<file path="config.mk">
export PLATFORM = sky130hd
export DESIGN_NAME = dino_jump_ctrl
export DESIGN_NICKNAME = d
export VERILOG_FILES = /design/src/rtl/dino_pkg.sv /design/src/rtl/dino_jump_ctrl_tick_gen.sv /design/src/rtl/dino_jump_ctrl.sv
export SDC_FILE = /design/constraint.sdc
export NUM_CORES = 1
export LEC_CHECK = 0
export BUFFER_PORTS_ARGS = -buffer_cell sky130_fd_sc_hd__buf_2
export CAP_MARGIN = 20
export CORE_UTILIZATION = 40
export CTS_CLUSTER_DIAMETER = 120
export DETAILED_ROUTE_END_ITERATION = 10
export PLACE_DENSITY = 0.7
export SLEW_MARGIN = 25
export SYNTH_ARGS = -nofsm -noshare
export SYNTH_HDL_FRONTEND = slang
export SYNTH_SLANG_ARGS = --single-unit
export TNS_END_PERCENT = 50
</file>
<file path="constraint.sdc">
create_clock -name clk -period 3.7 [get_ports clk]
set_input_delay 0.37 -clock clk [delete_from_list [all_inputs] [get_ports clk]]
set_output_delay 0.37 -clock clk [all_outputs]
set_load 0.02 [all_outputs]
</file>
<file path="src/rtl/dino_pkg.sv">
// Shared definitions for the dino jump controller and the VGA sprite renderer.
// Latency: n/a (types and constants only).
// Backpressure: n/a.
package dino_pkg;

  typedef enum logic [2:0] {
    ST_GROUND = 3'd0,
    ST_RISE   = 3'd1,
    ST_HOLD   = 3'd2,
    ST_FALL   = 3'd3,
    ST_COOL   = 3'd4,
    ST_DEAD   = 3'd5
  } dino_state_t;

  localparam logic [7:0] KEY_JUMP    = 8'h29;  // space
  localparam logic [7:0] KEY_RESTART = 8'h5A;  // enter

  // Renderer and controller must agree on where the ground line is.
  localparam int DEF_GROUND_Y = 291;
  localparam int DEF_SPRITE_H = 30;

  // Counter increment that sticks at all-ones instead of wrapping.
  function automatic logic [15:0] sat_inc16(input logic [15:0] v);
    return (v == 16'hFFFF) ? v : v + 16'd1;
  endfunction

endpackage

</file>
<file path="src/rtl/dino_jump_ctrl_tick_gen.sv">
// Motion tick divider: one-cycle pulse every DIV clk cycles.
// Latency: first pulse on the DIV-th clk edge after reset release.
// Backpressure: none; free-running.
module tick_gen #(
  parameter int DIV = 262144
) (
  input  logic clk,
  input  logic rst,
  output logic tick
);

  localparam int            CW   = (DIV > 1) ? $clog2(DIV) : 1;
  localparam logic [CW-1:0] LAST = CW'(DIV - 1);

  logic [CW-1:0] cnt;

  // Free-running count 0..DIV-1, wrapping on the tick cycle.
  always_ff @(posedge clk) begin
    if (rst)              cnt <= '0;
    else if (cnt == LAST) cnt <= '0;
    else                  cnt <= cnt + CW'(1);
  end

  assign tick = (cnt == LAST);

endmodule

</file>
<file path="src/rtl/dino_jump_ctrl.sv">
// Dino jump controller: key edges drive a jump FSM producing sprite rows and game status.
// Latency: key edge or collision acts on the next clk; motion advances one pixel per tick.
// Backpressure: none; one jump request may be buffered while a jump is in progress.
module dino_jump_ctrl
  import dino_pkg::*;
#(
  parameter int TICK_DIV    = 262144,
  parameter int JUMP_HEIGHT = 80,
  parameter int APEX_HOLD   = 4,
  parameter int COOL_TICKS  = 8,
  parameter int GROUND_Y    = DEF_GROUND_Y,
  parameter int SPRITE_H    = DEF_SPRITE_H,
  parameter int LEG_TICKS   = 16
) (
  input  logic        clk,
  input  logic        rst,
  input  logic [7:0]  keycode,
  input  logic        collision,
  output logic [10:0] dino_top,
  output logic [10:0] dino_bottom,
  output logic        airborne,
  output logic        game_over,
  output logic        leg_phase,
  output logic [15:0] jump_count,
  output logic [2:0]  state
);

  localparam logic [6:0]  H_TOP     = 7'(JUMP_HEIGHT);
  localparam logic [7:0]  HOLD_LAST = 8'(APEX_HOLD);
  localparam logic [7:0]  COOL_LAST = 8'(COOL_TICKS);
  localparam logic [7:0]  LEG_LAST  = 8'(LEG_TICKS);
  localparam logic [10:0] Y_GND     = 11'(GROUND_Y);
  localparam logic [10:0] Y_SPAN    = 11'(SPRITE_H);

  logic        tick;
  logic [7:0]  key_q;
  logic        jump_req;
  logic        restart_req;

  dino_state_t state_q, state_d;
  logic [6:0]  h_q, h_d;
  logic [7:0]  cnt_q, cnt_d;          // ticks spent in HOLD or COOL
  logic [7:0]  leg_cnt_q, leg_cnt_d;  // ticks since last leg toggle
  logic        leg_q, leg_d;
  logic        pend_q, pend_d;
  logic [15:0] jc_q, jc_d;

  tick_gen #(.DIV(TICK_DIV)) u_tick (
    .clk  (clk),
    .rst  (rst),
    .tick (tick)
  );

  // A held key must not retrigger: only the first sample of a code counts.
  assign jump_req    = (keycode == KEY_JUMP)    && (key_q != KEY_JUMP);
  assign restart_req = (keycode == KEY_RESTART) && (key_q != KEY_RESTART);

  // Next-state, motion, buffering and animation; collision overrides everything but DEAD.
  always_comb begin
    state_d   = state_q;
    h_d       = h_q;
    cnt_d     = cnt_q;
    leg_cnt_d = leg_cnt_q;
    leg_d     = leg_q;
    pend_d    = pend_q;
    jc_d      = jc_q;

    if (collision && (state_q != ST_DEAD)) begin
      state_d = ST_DEAD;
      pend_d  = 1'b0;
    end else begin
      if (tick && ((state_q == ST_GROUND) || (state_q == ST_COOL))) begin
        if (leg_cnt_q + 8'd1 >= LEG_LAST) begin
          leg_cnt_d = '0;
          leg_d     = ~leg_q;
        end else begin
          leg_cnt_d = leg_cnt_q + 8'd1;
        end
      end

      case (state_q)
        ST_GROUND: begin
          if (jump_req) state_d = ST_RISE;
        end
        ST_RISE: begin
          if (jump_req) pend_d = 1'b1;
          if (tick) begin
            if (h_q < H_TOP) h_d = h_q + 7'd1;
            if (h_q + 7'd1 >= H_TOP) begin
              state_d = ST_HOLD;
              cnt_d   = '0;
            end
          end
        end
        ST_HOLD: begin
          if (jump_req) pend_d = 1'b1;
          if (tick) begin
            if (cnt_q + 8'd1 >= HOLD_LAST) begin
              state_d = ST_FALL;
              cnt_d   = '0;
            end else begin
              cnt_d = cnt_q + 8'd1;
            end
          end
        end
        ST_FALL: begin
          if (jump_req) pend_d = 1'b1;
          if (tick) begin
            if (h_q != 7'd0) h_d = h_q - 7'd1;
            if (h_q <= 7'd1) begin
              state_d = ST_COOL;
              cnt_d   = '0;
              jc_d    = sat_inc16(jc_q);
            end
          end
        end
        ST_COOL: begin
          if (jump_req) pend_d = 1'b1;
          if (tick) begin
            if (cnt_q + 8'd1 >= COOL_LAST) begin
              cnt_d = '0;
              // A press landing on the very last cooling tick still counts as buffered.
              if (pend_q || jump_req) begin
                state_d = ST_RISE;
                pend_d  = 1'b0;
              end else begin
                state_d = ST_GROUND;
              end
            end else begin
              cnt_d = cnt_q + 8'd1;
            end
          end
        end
        ST_DEAD: begin
          if (restart_req) begin
            state_d   = ST_GROUND;
            h_d       = '0;
            cnt_d     = '0;
            leg_cnt_d = '0;
            leg_d     = 1'b0;
            pend_d    = 1'b0;
            jc_d      = '0;
          end
        end
        default: state_d = ST_GROUND;
      endcase
    end
  end

  // State register plus registered sprite rows derived from the next height.
  always_ff @(posedge clk) begin
    if (rst) begin
      state_q     <= ST_GROUND;
      key_q       <= '0;
      h_q         <= '0;
      cnt_q       <= '0;
      leg_cnt_q   <= '0;
      leg_q       <= 1'b0;
      pend_q      <= 1'b0;
      jc_q        <= '0;
      dino_top    <= Y_GND;
      dino_bottom <= Y_GND + Y_SPAN;
    end else begin
      state_q     <= state_d;
      key_q       <= keycode;
      h_q         <= h_d;
      cnt_q       <= cnt_d;
      leg_cnt_q   <= leg_cnt_d;
      leg_q       <= leg_d;
      pend_q      <= pend_d;
      jc_q        <= jc_d;
      dino_top    <= Y_GND - {4'd0, h_d};
      dino_bottom <= Y_GND - {4'd0, h_d} + Y_SPAN;
    end
  end

  assign airborne   = (state_q == ST_RISE) || (state_q == ST_HOLD) || (state_q == ST_FALL);
  assign game_over  = (state_q == ST_DEAD);
  assign leg_phase  = leg_q;
  assign jump_count = jc_q;
  assign state      = state_q;

endmodule

</file>
# Yosys cells after proc, flatten, opt, wreduce, memory -nomap -nowiden
# Cells that the tools add are included.
# totals
regBits,91
inputBits,11
out_inout_bits,44
word_cells,131
# op_classes
add_sub_neg,8
magnitude_cmp,6
eq_ne,33
muxes,49
n_bitwise,2
reduce_logical,21
# op_table
cell,n
8-bit two-way mux,13
16-bit two-way mux,4
7-bit two-way mux,6
8-bit one-hot mux with 5 select lines,1
3-bit two-way mux,11
16-bit one-hot mux with 2 select lines,1
"3-bit != test, second input constant",9
7-bit one-hot mux with 3 select lines,1
10-bit AND reduction,2
"18-bit by 1-bit adder with 18-bit output, second input constant",1
"18-bit equality test, second input constant",1
"2-bit != test, second input constant",9
3-bit one-hot mux with 6 select lines,1
"16-bit by 1-bit adder with 16-bit output, second input constant",1
"8-bit by 1-bit adder with 8-bit output, second input constant",2
"16-bit equality test, second input constant",1
"10-bit by 6-bit adder with 11-bit output, second input constant",1
1-bit two-way mux,10
"9-bit by 7-bit subtractor with 10-bit output, first input constant",1
9-bit AND reduction,1
"8-bit by 6-bit equality test with 1-bit output, second input constant",1
"8-bit by 7-bit equality test with 1-bit output, second input constant",1
"8-bit by 3-bit >= comparator with 1-bit output, second input constant",1
"8-bit by 4-bit >= comparator with 1-bit output, second input constant",1
27 further kinds,38

# Depth between registers and ports, before layout
# logic_depth
depth_word,8
ltp_mapped,12
depth_no_buf,11

# By module
# From an unflattened synthesis, not the netlist that was laid out.
# hier_totals
hier_cells,531
area_unflattened_um2,4436.8
# modules_own_cells
module,n_inst,cells_per_inst,area_each_um2,seq_area_each_um2
dino_jump_ctrl,1,441,3618.5,1361.3
tick_gen,1,90,818.3,360.3

# Worst setup path before layout
# OpenSTA, ideal clock, no wires.
# synth_path
path_type,register to register
from,reg u_tick.cnt[0]
to,reg dino_bottom[8]
setup_ns,0.134
arrival_ns,3.149
required_ns,3.566
path_slack_ns,0.417
stages_incl_launch_ff,12
path_buffers,1
synth_period_minus_slack_ns,3.283
cell_sequence,dfxtp_1 > ha_1 > nand3_1 > or3_1 > buf_6 > o311a_4 > o41a_1 > a21oi_1 > ha_1 > nand4b_1 > mux2i_1 > or4_1
# synth_via
elab_chain_cells,6
word_cells_on_any_way,7
classes_between,2 x add/sub; 1 x eq/ne; 4 x mux
# synth_rtl
element,line_no,source
from (decl),dino_jump_ctrl_tick_gen.sv:15,logic [CW-1:0] cnt;
from (signal assigned),dino_jump_ctrl_tick_gen.sv:21,else cnt <= cnt + CW'(1);
18-bit equality test *,dino_jump_ctrl_tick_gen.sv:24,assign tick = (cnt == LAST);
7-bit two-way mux (on tied branches),"dino_jump_ctrl.sv:108, dino_jump_ctrl.sv:87",
7-bit one-hot mux with 3 select lines *,dino_jump_ctrl.sv:81,case (state_q)
7-bit two-way mux *,dino_jump_ctrl.sv:68,if (collision && (state_q != ST_DEAD)) begin
9-bit by 7-bit subtractor with 10-bit output *,dino_jump_ctrl.sv:173,"dino_bottom <= Y_GND - {4'd0, h_d} + Y_SPAN;"
10-bit by 6-bit adder with 11-bit output *,dino_jump_ctrl.sv:173,
to (signal assigned),dino_jump_ctrl.sv:162,dino_bottom <= Y_GND + Y_SPAN;
to (signal assigned),dino_jump_ctrl.sv:173,
to (decl),dino_jump_ctrl.sv:20,"output logic [10:0] dino_bottom,"
# Every way passes the cells marked *; elsewhere a longest branch is shown, timed or not.
# A chain may end at the register's enable or synchronous reset.

# Final worst setup path
# Ends and elaborated chain as after synthesis.

==> results.md <==
- Nets: roughly 580
- Number of pins exceeding their max-slew limit in the final report: 0
- Port buffer count: 51
- Number of DRC markers in iteration 0: 173
- Final RePlAce weighted congestion: 0.874
- Antenna violation net count after detailed routing: 0
- Overall Global Routing Usage: 16.7%
- Share of cells above drive strength 1: approximately 17%
- Initial core utilization: 41.5%
- Cell with the most instances after synthesis: sky130_fd_sc_hd__dfxtp_1
- Maximum single-stage delay on the critical path: just under 500 ps
- Fillers: 1021
- Dominant combinational cell family by area after synthesis: simple AND/OR/NAND/NOR gates
- Required @ worst endpoint: 3930 ps
- Row cnt: 37
- Slew at the pin closest to its max-slew limit: 762 ps
- Most used standard cells in the synthesized netlist: sky130_fd_sc_hd__dfxtp_1 (86), sky130_fd_sc_hd__nor2_1 (72), sky130_fd_sc_hd__nand2_1 (45), sky130_fd_sc_hd__nand3_1 (23), sky130_fd_sc_hd__a21oi_1 (22)
- Final setup vio count: 0
- Upper clock frequency limit: 305 MHz
- Fin crit period: 3280 ps
- Post-route setup slack: 422 ps
- Synthesized flop and latch total: between 80 and 90
- Sequential fraction of the synthesis area: 40.0%
- Worst min-delay path category: in -> reg
- Detailed-routing iteration count for the pre-antenna-repair pass: 4
- Hold Worst Slack: about 240 ps
- Gr ovfl total: 0
- Number of buffers inserted during clock tree synthesis: 9
- Most area-consuming cells after synthesis: sky130_fd_sc_hd__dfxtp_1 (40%), sky130_fd_sc_hd__nor2_1 (6.3%), sky130_fd_sc_hd__nand2_1 (3.9%)
- Run status: completed
- Post-synth EDFFs: 0
- Cell with the largest stage delay on the worst path: sky130_fd_sc_hd__or4_1
- Library cell used as clock root buffer: sky130_fd_sc_hd__clkbuf_8
- Vertical die dimension: 106 µm
- Number of global-route vias before repair: 3343
- Portion of netlist area occupied by mux cells: 1.40%
- Num ports: 55
- Fraction of the mapped netlist area in adder cells: 3.49%
- Skew final: between 8 and 9 ps
- Remaining DRCs: 0
- Static leakage: between 0.0015 and 0.002 µW
- Fin Setup TNS: 0 ps
- Worst-case setup slack after placement: 335 ps
- Power density normalized to cell area: 353 nW/µm²
- CTS H-tree depth: 3
- Total wire length after detailed routing: 9240 µm
- Portion of synthesized cell area occupied by the leading cell type: about 40%
- Post-route design area: 4880 µm²
- Area grow syn2layout: 13.5%
- Fraction of the mapped netlist area in simple logic gates: 30.6%
- Synthesized area divided by synthesized cell count: 8.40 µm²
- Startpoint kind of the worst setup timing path: flip-flop
- Post-DP Area: between 4000 and 5000 µm²
- IR Drop Worst-Case VDD: 0.215 mV
- Headroom to the max-slew limit: between 40% and 50%
- Crit path cell chain: ha_1 -> nand3_1 -> or3_1 -> o311a_4 -> or3_4 -> a221oi_4 -> nand3_4 -> nand2_2 -> nor3_1 -> or4_1
- Syn. warnings: 0
- Worst path arrival time: 3510 ps
- Post-synthesis cell type count: 63
- Via count: 3702
- Synthesized instance count: 512
- Most instantiated flip-flop cell in the synthesis netlist: sky130_fd_sc_hd__dfxtp_1
- Post-CTS resize count: 0
- Initial antenna violation count: 0
- Post-CTS Setup Bufs: 0
- Number of diodes: 0
- Clock Path Buffers: 2
- Proportion of register bits with asynchronous set or reset after synthesis: 0%
- Number of max-capacitance violations reported: 0
- Critical Path Fanout Max: 7
- TritonCTS Sinks: 86
- Post-synthesis instance area: 4300 µm²
- Xor and xnor area share after synthesis: 7.13%
- Setup repair after global routing missed its margin: no
- Synthesized-area fraction occupied by ao, oa, aoi and oai cells: 13.3%
- Number of hold violations in the final report: 0
- Clock tree from TritonCTS: built
- Later-pin clock latency in the skew report: 360 ps
- Wire length of the first global-routing pass: roughly 15000 µm
- Placeable Area: 10400 µm²
- Final critical-path share of the clock period: 88.6%
- Clock-pin slew on the worst setup and hold paths: 80 ps
- Die Outline Area: 11200 µm²
- Critical path class: reg -> reg
- Cell accounting for the most synthesized area: sky130_fd_sc_hd__dfxtp_1
- Detail-routed net length per standard cell: 13.2 µm
- Post-detailed-placement half-perimeter wirelength: 6930 µm
- Vias per cell: 5.27
- Endpoint class of the critical path: flip-flop
- Maximum number of pins on one net before global-route repair: 43
- Die width: 106 µm
- Hold bufs inserted after CTS: 0
==> worst max-delay path: cells and delay by family, from the launching register on <==
family	cells	cell delay (ps)
AOI/OAI and AO/OA	2	870
and+or+nand+nor	7	1690
DFF	1	360
adders and majority gates	1	230
==> report_power, final <==
group	switching (µW)	leakage [µW]	internal (µW)	total [µW]
combinational	71.8	0.00115	39.7	111
clock	317	0.000106	346	663
sequential	11.4	0.000697	935	947
==> placed cells by master, fill, tap and decap left out, types with 11 or more instances in the layout <==
| master | instances |
|---|---|
| sky130_fd_sc_hd__xnor2_1 | 18 |
| sky130_fd_sc_hd__nor3_1 | 12 |
| sky130_fd_sc_hd__nand3_1 | 23 |
| sky130_fd_sc_hd__nand2_1 | 45 |
| sky130_fd_sc_hd__inv_1 | 12 |
| sky130_fd_sc_hd__clkbuf_8 | 11 |
| sky130_fd_sc_hd__ha_1 | 12 |
| sky130_fd_sc_hd__nor2_1 | 72 |
| sky130_fd_sc_hd__a21oi_1 | 22 |
| sky130_fd_sc_hd__dfxtp_1 | 86 |
| sky130_fd_sc_hd__or3_1 | 11 |
| sky130_fd_sc_hd__and2_1 | 16 |
| sky130_fd_sc_hd__and3_1 | 13 |
| sky130_fd_sc_hd__buf_2 | 51 |
| sky130_fd_sc_hd__nor2b_1 | 12 |
| sky130_fd_sc_hd__xor2_1 | 17 |
| sky130_fd_sc_hd__o21ai_0 | 15 |
==> sequential cells by signal, summed over array words and instances (netlist names) <==
name and count:
cnt_q 8, dino_bottom 8, dino_top 8, h_q 7, jump_count 16, key_q 8
leg_cnt_q 8, leg_phase 1, pend_q 1, state 3, u_tick.cnt 18
==> routing by layer <==
layer	global-route usage [%]	up-vias	wire (µm)
li1	-	1872	-
met1	20.9	1737	4280
met2	27.6	83	4400
met3	4.39	10	439
met4	6.25	0	117
met5	0	-	0
==> cells by family after synthesis <==
family,count (synthesis)
AOI/OAI and AO/OA,81
xor gates and xnor gates,35
adders and majority gates,12
buffers and inverters,37
DFF,86
muxes,6
other,1
and+or+nand+nor,254
==> per-stage QoR <==
step,std cells,util (%),total power [µW]
finish,702,47.1,1720
global route,702,47.1,1790
CTS,702,47.1,1740
detailed placement,686,45.1,1080
global placement,686,45.1,1080
floorplan,515,-,1050
==> layout make-up <==
type,instances,area [µm²],area share (%)
flip-flops and latches,86,1720,35.3
well taps,136,170,3.49
clock inverters,4,45.0,0.923
multi-input cells,392,2420,49.6
repair buffers,60,323,6.62
inverters,12,45.0,0.923
clock buffers,12,155,3.18
==> path summary, 6_finish.rpt <==
path	start	endpoint	slack [ps]	depth (start not counted)
worst max-delay path	u_tick.cnt[0]$_SDFF_PP0_	dino_bottom[8]$_SDFF_PP1_	420	10
worst min-delay path	keycode[3]	key_q[3]$_SDFF_PP0_	240	2
worst max register to register	u_tick.cnt[0]$_SDFF_PP0_	dino_bottom[8]$_SDFF_PP1_	420	10
worst min register to register	u_tick.cnt[0]$_SDFF_PP0_	u_tick.cnt[0]$_SDFF_PP0_	450	1
(Power assumes the default switching activity.)
